<file path="config.mk">
export PLATFORM = sky130hd
export DESIGN_NAME = serial_word_assembler
export DESIGN_NICKNAME = d
export VERILOG_FILES = /design/src/rtl/serial_word_assembler.sv
export SDC_FILE = /design/constraint.sdc
export NUM_CORES = 1
export LEC_CHECK = 0
export ABC_AREA = 1
export CAP_MARGIN = 25
export CORE_MARGIN = 1.5
export CORE_UTILIZATION = 45
export CTS_BUF_LIST = sky130_fd_sc_hd__clkbuf_8
export DETAILED_ROUTE_END_ITERATION = 12
export PLACE_DENSITY = 0.72
export SLEW_MARGIN = 20
export SYNTH_ARGS = -nofsm -noshare
export SYNTH_HDL_FRONTEND = slang
export SYNTH_SLANG_ARGS = --single-unit
</file>
<file path="constraint.sdc">
create_clock -name clk -period 1.2 [get_ports clk]
set_input_delay 0.24 -clock clk [delete_from_list [all_inputs] [get_ports clk]]
set_output_delay 0.24 -clock clk [all_outputs]
set_load 0.01 [all_outputs]
</file>
<file path="src/rtl/serial_word_assembler.sv">
// serial_word_assembler: collects an MSB-first serial bit stream into an
// N-bit word and presents it on word/load for one cycle, ready for a
// downstream load/store register to capture.
//
// Optional feature macro: PARITY_CHECK_EN
//   undefined (default): no parity stage; frame_err is held at 0.
//   defined: after the N data bits, one further valid bit carries even
//            parity. A good frame loads the word. A bad frame pulses
//            frame_err for one cycle, does not load, and leaves word as it was.
module serial_word_assembler #(
  parameter int unsigned N = 8
) (
  input  logic         clk,
  input  logic         clear_n,
  input  logic         start,
  input  logic         abort,
  input  logic         bit_in,
  input  logic         bit_valid,
  output logic [N-1:0] word,
  output logic         load,
  output logic         busy,
  output logic         frame_err
);

  // Bit counter must be able to hold the value N.
  localparam int unsigned CW = $clog2(N + 1);

`ifdef PARITY_CHECK_EN
  typedef enum logic [1:0] {
    IDLE   = 2'd0,
    SHIFT  = 2'd1,
    DONE   = 2'd2,
    PARITY = 2'd3
  } state_t;
`else
  typedef enum logic [1:0] {
    IDLE  = 2'd0,
    SHIFT = 2'd1,
    DONE  = 2'd2
  } state_t;
`endif

  state_t        state;
  state_t        state_nx;
  logic [CW-1:0] count;
  logic [CW-1:0] count_nx;
  logic [N-1:0]  shreg;
  logic [N-1:0]  shreg_nx;
  logic [N-1:0]  word_nx;
  logic          load_nx;
  logic          busy_nx;
  logic          frame_err_nx;

  // Shift register contents once the current bit has been accepted.
  logic [N-1:0]  shifted;
  // High while the bit being accepted is the final data bit of the frame.
  logic          last_bit;

  assign shifted  = {shreg[N-2:0], bit_in};
  assign last_bit = (count == CW'(N - 1));

  // State and output registers; reset drops any partial frame immediately.
  always_ff @(posedge clk or negedge clear_n) begin
    if (!clear_n) begin
      state     <= IDLE;
      count     <= '0;
      shreg     <= '0;
      word      <= '0;
      load      <= 1'b0;
      busy      <= 1'b0;
      frame_err <= 1'b0;
    end else begin
      state     <= state_nx;
      count     <= count_nx;
      shreg     <= shreg_nx;
      word      <= word_nx;
      load      <= load_nx;
      busy      <= busy_nx;
      frame_err <= frame_err_nx;
    end
  end

  // Next-state and next-output logic; abort outranks bit_valid and start.
  always_comb begin
    state_nx     = state;
    count_nx     = count;
    shreg_nx     = shreg;
    word_nx      = word;
    load_nx      = 1'b0;
    frame_err_nx = 1'b0;

    case (state)
      IDLE: begin
        if (start && !abort) begin
          state_nx = SHIFT;
          count_nx = '0;
          shreg_nx = '0;
        end
      end

      SHIFT: begin
        if (abort) begin
          state_nx = IDLE;
        end else if (bit_valid) begin
          shreg_nx = shifted;
          count_nx = count + CW'(1);
          if (last_bit) begin
`ifdef PARITY_CHECK_EN
            state_nx = PARITY;
`else
            state_nx = DONE;
            word_nx  = shifted;
            load_nx  = 1'b1;
`endif
          end
        end
      end

`ifdef PARITY_CHECK_EN
      PARITY: begin
        if (abort) begin
          state_nx = IDLE;
        end else if (bit_valid) begin
          if ((^shreg ^ bit_in) == 1'b0) begin
            state_nx = DONE;
            word_nx  = shreg;
            load_nx  = 1'b1;
          end else begin
            state_nx     = IDLE;
            frame_err_nx = 1'b1;
          end
        end
      end
`endif

      DONE: begin
        // A held start chains straight into the next frame.
        if (start && !abort) begin
          state_nx = SHIFT;
          count_nx = '0;
          shreg_nx = '0;
        end else begin
          state_nx = IDLE;
        end
      end

      default: begin
        state_nx = IDLE;
      end
    endcase

`ifdef PARITY_CHECK_EN
    busy_nx = (state_nx == SHIFT) || (state_nx == PARITY);
`else
    busy_nx = (state_nx == SHIFT);
`endif
  end

endmodule

</file>
==> results of run 1 <==
## worst register-to-register path, cell delays in order (launching register included)
cell and delay [ns]:
dfrtp_1 0.45, nor2_4 0.26, nand3_2 0.19, nand2_1 0.12
o21ai_2 0.05
## cell families (layout without fill, tap and decap cells)
family	after synthesis	in the layout	synth area share (%)
AOI/OAI and AO/OA	16	16	12.3
adders and majority gates	1	1	1.13
DFF	23	23	52.0
other	1	1	0.339
and+or+nand+nor	50	55	24.9
buffers and inverters	20	48	9.38
## cells in the final DEF (no fill, tap or decap)
cell             Yosys  layout
dfrtp_1             23      23
nand2_1             21      18
o21ai_2             15      15
buf_4                1      12
inv_1               12      10
nand3_1             10      10
nand2_2              5       8
inv_2                4       6
clkdlybuf4s15_1      0       6
nand3_4              2       4
nor2_1               5       4
nand2_4              1       4
clkdlybuf4s50_1      0       4
dlygate4sd2_1        0       4
clkbuf_8             0       3
nor2_4               2       2
nor2_2               1       2
inv_4                0       1
nand4_1              1       1
o21ai_1              1       1
nor3_1               1       1
ha_2                 0       1
conb_1               1       1
nand3_2              1       1
dlymetal6s2s_1       0       1
buf_12               1       1
## registers in the layout (all words and copies together), names as in the netlist
name,cells
shreg,7
load,1
count,4
busy,1
state,2
word,8
## per-stage QoR
step                      cells  setup slack [ns]  util, %  total power [mW]
after CTS                   167           0.00349     62.1              1.58
after global routing        172           -0.0320     65.3              1.69
after floorplan             111            0.0520        -              1.00
final                       172          -0.00610     65.3              1.60
after global placement      159            -0.273     58.4              1.10
after detailed placement    159            -0.307     58.4              1.11
## worst max path at each step
stage               to  depth (start not counted)       from
2_1_floorplan  word[6]                          7   count[0]
3_3_place_gp   word[1]                          6  bit_valid
3_5_place_dp   word[4]                          6  bit_valid
4_1_cts        word[6]                          1    word[6]
5_1_grt        word[0]                          6   state[1]
6_report       word[7]                          6  bit_valid
## metal layers
metal	wire length, µm	vias up	GRT usage, %
li1	-	424	-
met1	1000	408	25.9
met2	1110	22	31.0
met3	96	7	4.29
met4	40	0	8.97
met5	0	-	0
## layout make-up
class,count,area [µm²]
fill,185,791
sequential,23,576
multi-input combinational,73,509
timing repair buffer,28,258
inverter,16,62.6
clock buffer,3,41.3
tap,28,35.0
clock inverter,1,3.75
## timing repair
item,in CTS,in global routing
setup endpoints to repair,27,26
buffers inserted,0,4
pin swaps,1,5
cloned,4,1
resized for setup,14,17
endpoints found under the hold margin,0,0
## report_power, final
group	switching [mW]	total, mW	internal [mW]
combinational	0.176	0.305	0.129
clock	0.239	0.467	0.228
sequential	0.0226	0.832	0.809
==> metrics, run 1 <==
top-count cell post-synth dfrtp_1; clk_skew around 0.0059 ns; P&R area growth vs syn 34.1%; Final Setup Violations 2; share of Yosys cell area claimed by the top area cell type 52.0%; PnR worst setup slack -0.00610 ns; first-pass GRT wire length 3920 µm; fraction of registers with async set/reset 100%; Post-Syn Nets 118; gr ovfl total 0; post-route design area ~0.0015 mm²; Worst-path clk slew 0.08 ns; Syn Area/Cell between 9 and 10 µm²; unrepaired setup endpoints after global routing yes; vias in the first global route between 800 and 900; Worst R2R End word[7]; pwr dens approximately 1100 mW/mm²; CTS Buffer Depth 2; number of synthesized flops with an enable pin 0; CP Launch Type primary input; CP max FO 4; ANT cells 0; DRT iter0 DRCs 10; num rows 17; share of layout cells above drive strength 1 41.7%; die area between 0.002 and 0.003 mm²; Synth top cells by count dfrtp_1, nand2_1, o21ai_2; starting density of the core 48.7%; Yosys reg bits 23; Worst Path Class, Setup in -> reg; internal reg-to-reg setup slack roughly 0.040 ns; maxcap violations 0; Synth area leader dfrtp_1; CP endpoint kind flop; area post-placement 0.00133 mm²; Yosys Warn Count 0; drt first pass iters 4; initial antenna violation count 0; worst hold path class in -> async; synth top area cells dfrtp_1, o21ai_2, nand2_1; nets 152; Crit path largest cell delay 0.50 ns; RePlAce Congestion 0.718; drt drc 0; H-tree Lvls 1; Main synth FF type dfrtp_1; CTS buffer count 3; Worst Hold Slack 0.328 ns; routed via count 861; Cells after Synth 111; post-synthesis sequential area ratio between 50% and 60%; vias per inst 5.01; TritonCTS clock tree built; Slew Viols, Final 0; Core Region 0.00228 mm²; CP required 1.36 ns; gr usage total 19.7%; Final period util 101%; reg2reg path depth 4; root buffer cell clkbuf_8; CP top delay family buffers and inverters; CTS Hold Bufs 0; synth unique cells 22; HPWL Detailed around 1400 µm; failing checks setup timing; Worst R2R Start count[3]; Lkg Pwr 0.720 nW; Netlist Area Pre-Place between 0.001 and 0.0015 mm²; worst-skew pair later-pin latency 0.26 ns; die span in x 52.6 µm; number of antenna-violating nets in the routed design 0; Total Wirelength 2250 µm; wire length per cell 13.1 µm; CP cell instances clkdlybuf4s50_1 > inv_2 > nor2_4 > nand3_2 > nand2_1 > o21ai_2; Slowest cell on crit path clkdlybuf4s50_1; status finished, violations left; io pins 17; # port buffers 15; Arr. time, crit path ~1.4 ns; crit path buf inv count 2; Fmax 829 MHz; TNS Setup -0.0108 ns; Die H around 53 µm; VDD IR max 0.906 mV; final worst path period need about 1.2 ns; clock sink count 23; largest net degree at the start of global routing 24; final hold violations 0
Power figures use the tool's default switching activity.
==> run 2: changes to the inputs <==
- ABC_CLOCK_PERIOD_IN_PS: default -> 1200
- CAP_MARGIN: 25 -> default
==> results of run 2 <==
No change in the layout: final DEF, timing and power equal those of run 1.
==> run 3: changes to the inputs <==
- MAX_ROUTING_LAYER: default -> met4
==> run 3 against run 2 <==
Effect of this change:
- the flow still finishes with violations (setup timing)
- global-route usage increased by 0.52 points
- sequential cell count unchanged
- routed wire length decreased by 0.27%
- non-clock buffer count unchanged
- count of clock-buffer cells in the layout unchanged
- hold slack improved by 0.0015 ns
- sequential power about the same
- maximum frequency about the same
- clock power about the same
- power decreased by 0.17%
- clock skew decreased by 0.0011 ns
- worst setup slack got worse by 0.00064 ns
==> metrics, run 3 (synthesized netlist as in run 1, its figures left out) <==
status finished, violations left (unchanged); failing checks setup timing (unchanged); reg2reg path depth 4 (unchanged); Fmax 829 MHz (about the same); die area 0.00277 mm² (unchanged); Worst R2R End word[7] (unchanged); H-tree Lvls 1 (unchanged); Arr. time, crit path 1.36 ns (was 1.37 ns); TritonCTS clock tree built (unchanged); worst hold path class in -> async (unchanged); io pins 17 (unchanged); final worst path period need 1.21 ns (about the same); Worst setup startpoint bit_valid (unchanged); most frequent cells in the layout dfrtp_1, nand2_1, o21ai_2 (unchanged); CTS buffer count 3 (unchanged); vias per inst 4.98 (was 5.01); CP top delay family buffers and inverters (unchanged); Worst-path clk slew 0.08 ns (about the same); unrepaired setup endpoints after global routing yes (unchanged); global routing usage on met3 4.00% (was 4.29%); P&R area growth vs syn 34.1% (unchanged); crit path buf inv count 2 (unchanged); drt first pass iters 4 (unchanged); largest net degree at the start of global routing 24 (unchanged); clock sink count 23 (unchanged); GR Util met1 26.1% (was 25.9%); CP Depth 6 (unchanged); ANT cells 0 (unchanged); vias in the first global route 860 (unchanged); root buffer cell clkbuf_8 (unchanged); internal reg-to-reg setup slack 0.04 ns (about the same); worst-skew pair later-pin latency 0.26 ns (about the same); registers with the highest flip-flop counts word (8), shreg (7), count (4) (unchanged); routed via count 857 (was 861); gr ovfl total 0 (unchanged); GR Layer Usage met2 31.0% (unchanged); first-pass GRT wire length 3910 µm (was 3920 µm); Top Usage Layer GRT met2 (unchanged); starting density of the core 48.7% (unchanged); HPWL Detailed 1350 µm (unchanged); DRT iter0 DRCs 16 (was 10); most common cell after layout, fill and taps aside dfrtp_1 (unchanged); clk_skew 0.00488 ns (was 0.00595 ns); Core Region 0.00228 mm² (unchanged); area post-placement 0.00133 mm² (unchanged); Sw Pwr 434 µW (was 437 µW); nets 152 (unchanged); Slew Viols, Final 0 (unchanged); max FFs per register 8 (unchanged); Worst Hold Slack 0.329 ns (was 0.328 ns); final hold violations 0 (unchanged); Gate power share 19.0% (about the same); die span in x 52.6 µm (unchanged); pre-CTS setup slack -0.307 ns (unchanged); initial antenna violation count 0 (unchanged); CP required 1.36 ns (about the same); gr usage total 20.2% (was 19.7%); Final period util 101% (about the same); Lkg Pwr 0.720 nW (unchanged); RePlAce Congestion 0.727 (was 0.718); CP endpoint kind flop (unchanged); post-route design area 0.00149 mm² (unchanged); sequential fraction of design power 51.9% (about the same); share of layout cells above drive strength 1 41.7% (unchanged); VDD IR max 0.901 mV (was 0.906 mV); CP max FO 4 (unchanged); Setup crit end word[7] (unchanged); drt drc 0 (unchanged); Worst R2R Start count[3] (unchanged); Die H 52.6 µm (unchanged); Total Wirelength 2250 µm (about the same); number of antenna-violating nets in the routed design 0 (unchanged); Crit path largest cell delay 0.50 ns (about the same); Clock power frac 29.0% (was 29.1%); cell internal pwr 1.17 mW (about the same); PnR worst setup slack -0.00674 ns (was -0.00610 ns); Slowest cell on crit path clkdlybuf4s50_1 (unchanged); CP cell instances clkdlybuf4s50_1 > inv_2 > nor2_4 > nand3_2 > nand2_1 > o21ai_2 (unchanged); wire length per cell 13.1 µm (about the same); CP Launch Type primary input (unchanged); largest register by flop count word (unchanged); final core utilization 65.3% (unchanged); switch share 27.1% (was 27.2%); num rows 17 (unchanged); # port buffers 15 (unchanged); Worst Path Class, Setup in -> reg (unchanged); Final Setup Violations 2 (unchanged); maxcap violations 0 (unchanged); CTS Buffer Depth 2 (unchanged); pwr dens 1080 mW/mm² (about the same)
==> run 3: cell counts in the layout (fill, tap and decap cells not counted) <==
No cell type changed its count.
==> run 3: final cells by class <==
type | instances | area, µm²
clock inverters | 1 | 3.75
multi-input cells | 73 | 509
inverters | 16 | 62.6
well taps | 28 | 35.0
repair buffers | 28 | 258
clock buffers | 3 | 41.3
flip-flops and latches | 23 | 576
fillers | 185 | 791
==> run 3: worst reg2reg max path, cell delays in order, from the launching register on <==
cell	delay, ns
dfrtp_1	0.45
nor2_4	0.26
nand3_2	0.19
nand2_1	0.11
o21ai_2	0.05
==> run 3: metrics by stage <==
stage / cells / setup TNS, ns / total power, mW
global placement: 159 / -5.18 / 1.10
CTS: 167 / 0 / 1.58
detailed placement: 159 / -5.78 / 1.11
finish: 172 / -0.0118 / 1.60
global route: 172 / -0.0887 / 1.69
floorplan: 111 / 0 / 1.00
==> run 3: per-layer routing <==
| layer | vias up | part of all wire (%) |
|---|---|---|
| li1 | 423 | - |
| met1 | 405 | 45 |
| met2 | 22 | 49 |
| met3 | 7 | 4.0 |
| met4 | 0 | 1.8 |
| met5 | - | 0 |
==> run 3: worst min-delay path by stage <==
stage          slack [ns]  depth (start not counted)  endpoint
3_5_place_dp         0.47                          2   word[1]
3_3_place_gp         0.46                          2   word[5]
2_1_floorplan       -0.06                          0      busy
4_1_cts              0.34                          2  count[3]
5_1_grt              0.33                          2  shreg[1]
6_report             0.33                          2  shreg[1]
==> run 3: power groups by stage <==
stage          registers (mW)  logic, mW  clock network [mW]
6_report                0.832      0.305               0.464
5_1_grt                 0.836      0.337               0.519
4_1_cts                 0.831      0.280               0.469
3_5_place_dp            0.847      0.260                   0
3_3_place_gp            0.843      0.252                   0
2_1_floorplan           0.849      0.154                   0
==> run 3: repair_timing <==
| item | in CTS | in global routing |
|---|---|---|
| resized for setup | 14 | 17 |
| cloned | 4 | 1 |
| hold buffers | 0 | 0 |
| endpoints found under the setup margin | 27 | 26 |
| buffers inserted | 0 | 4 |
| pin swaps | 1 | 5 |
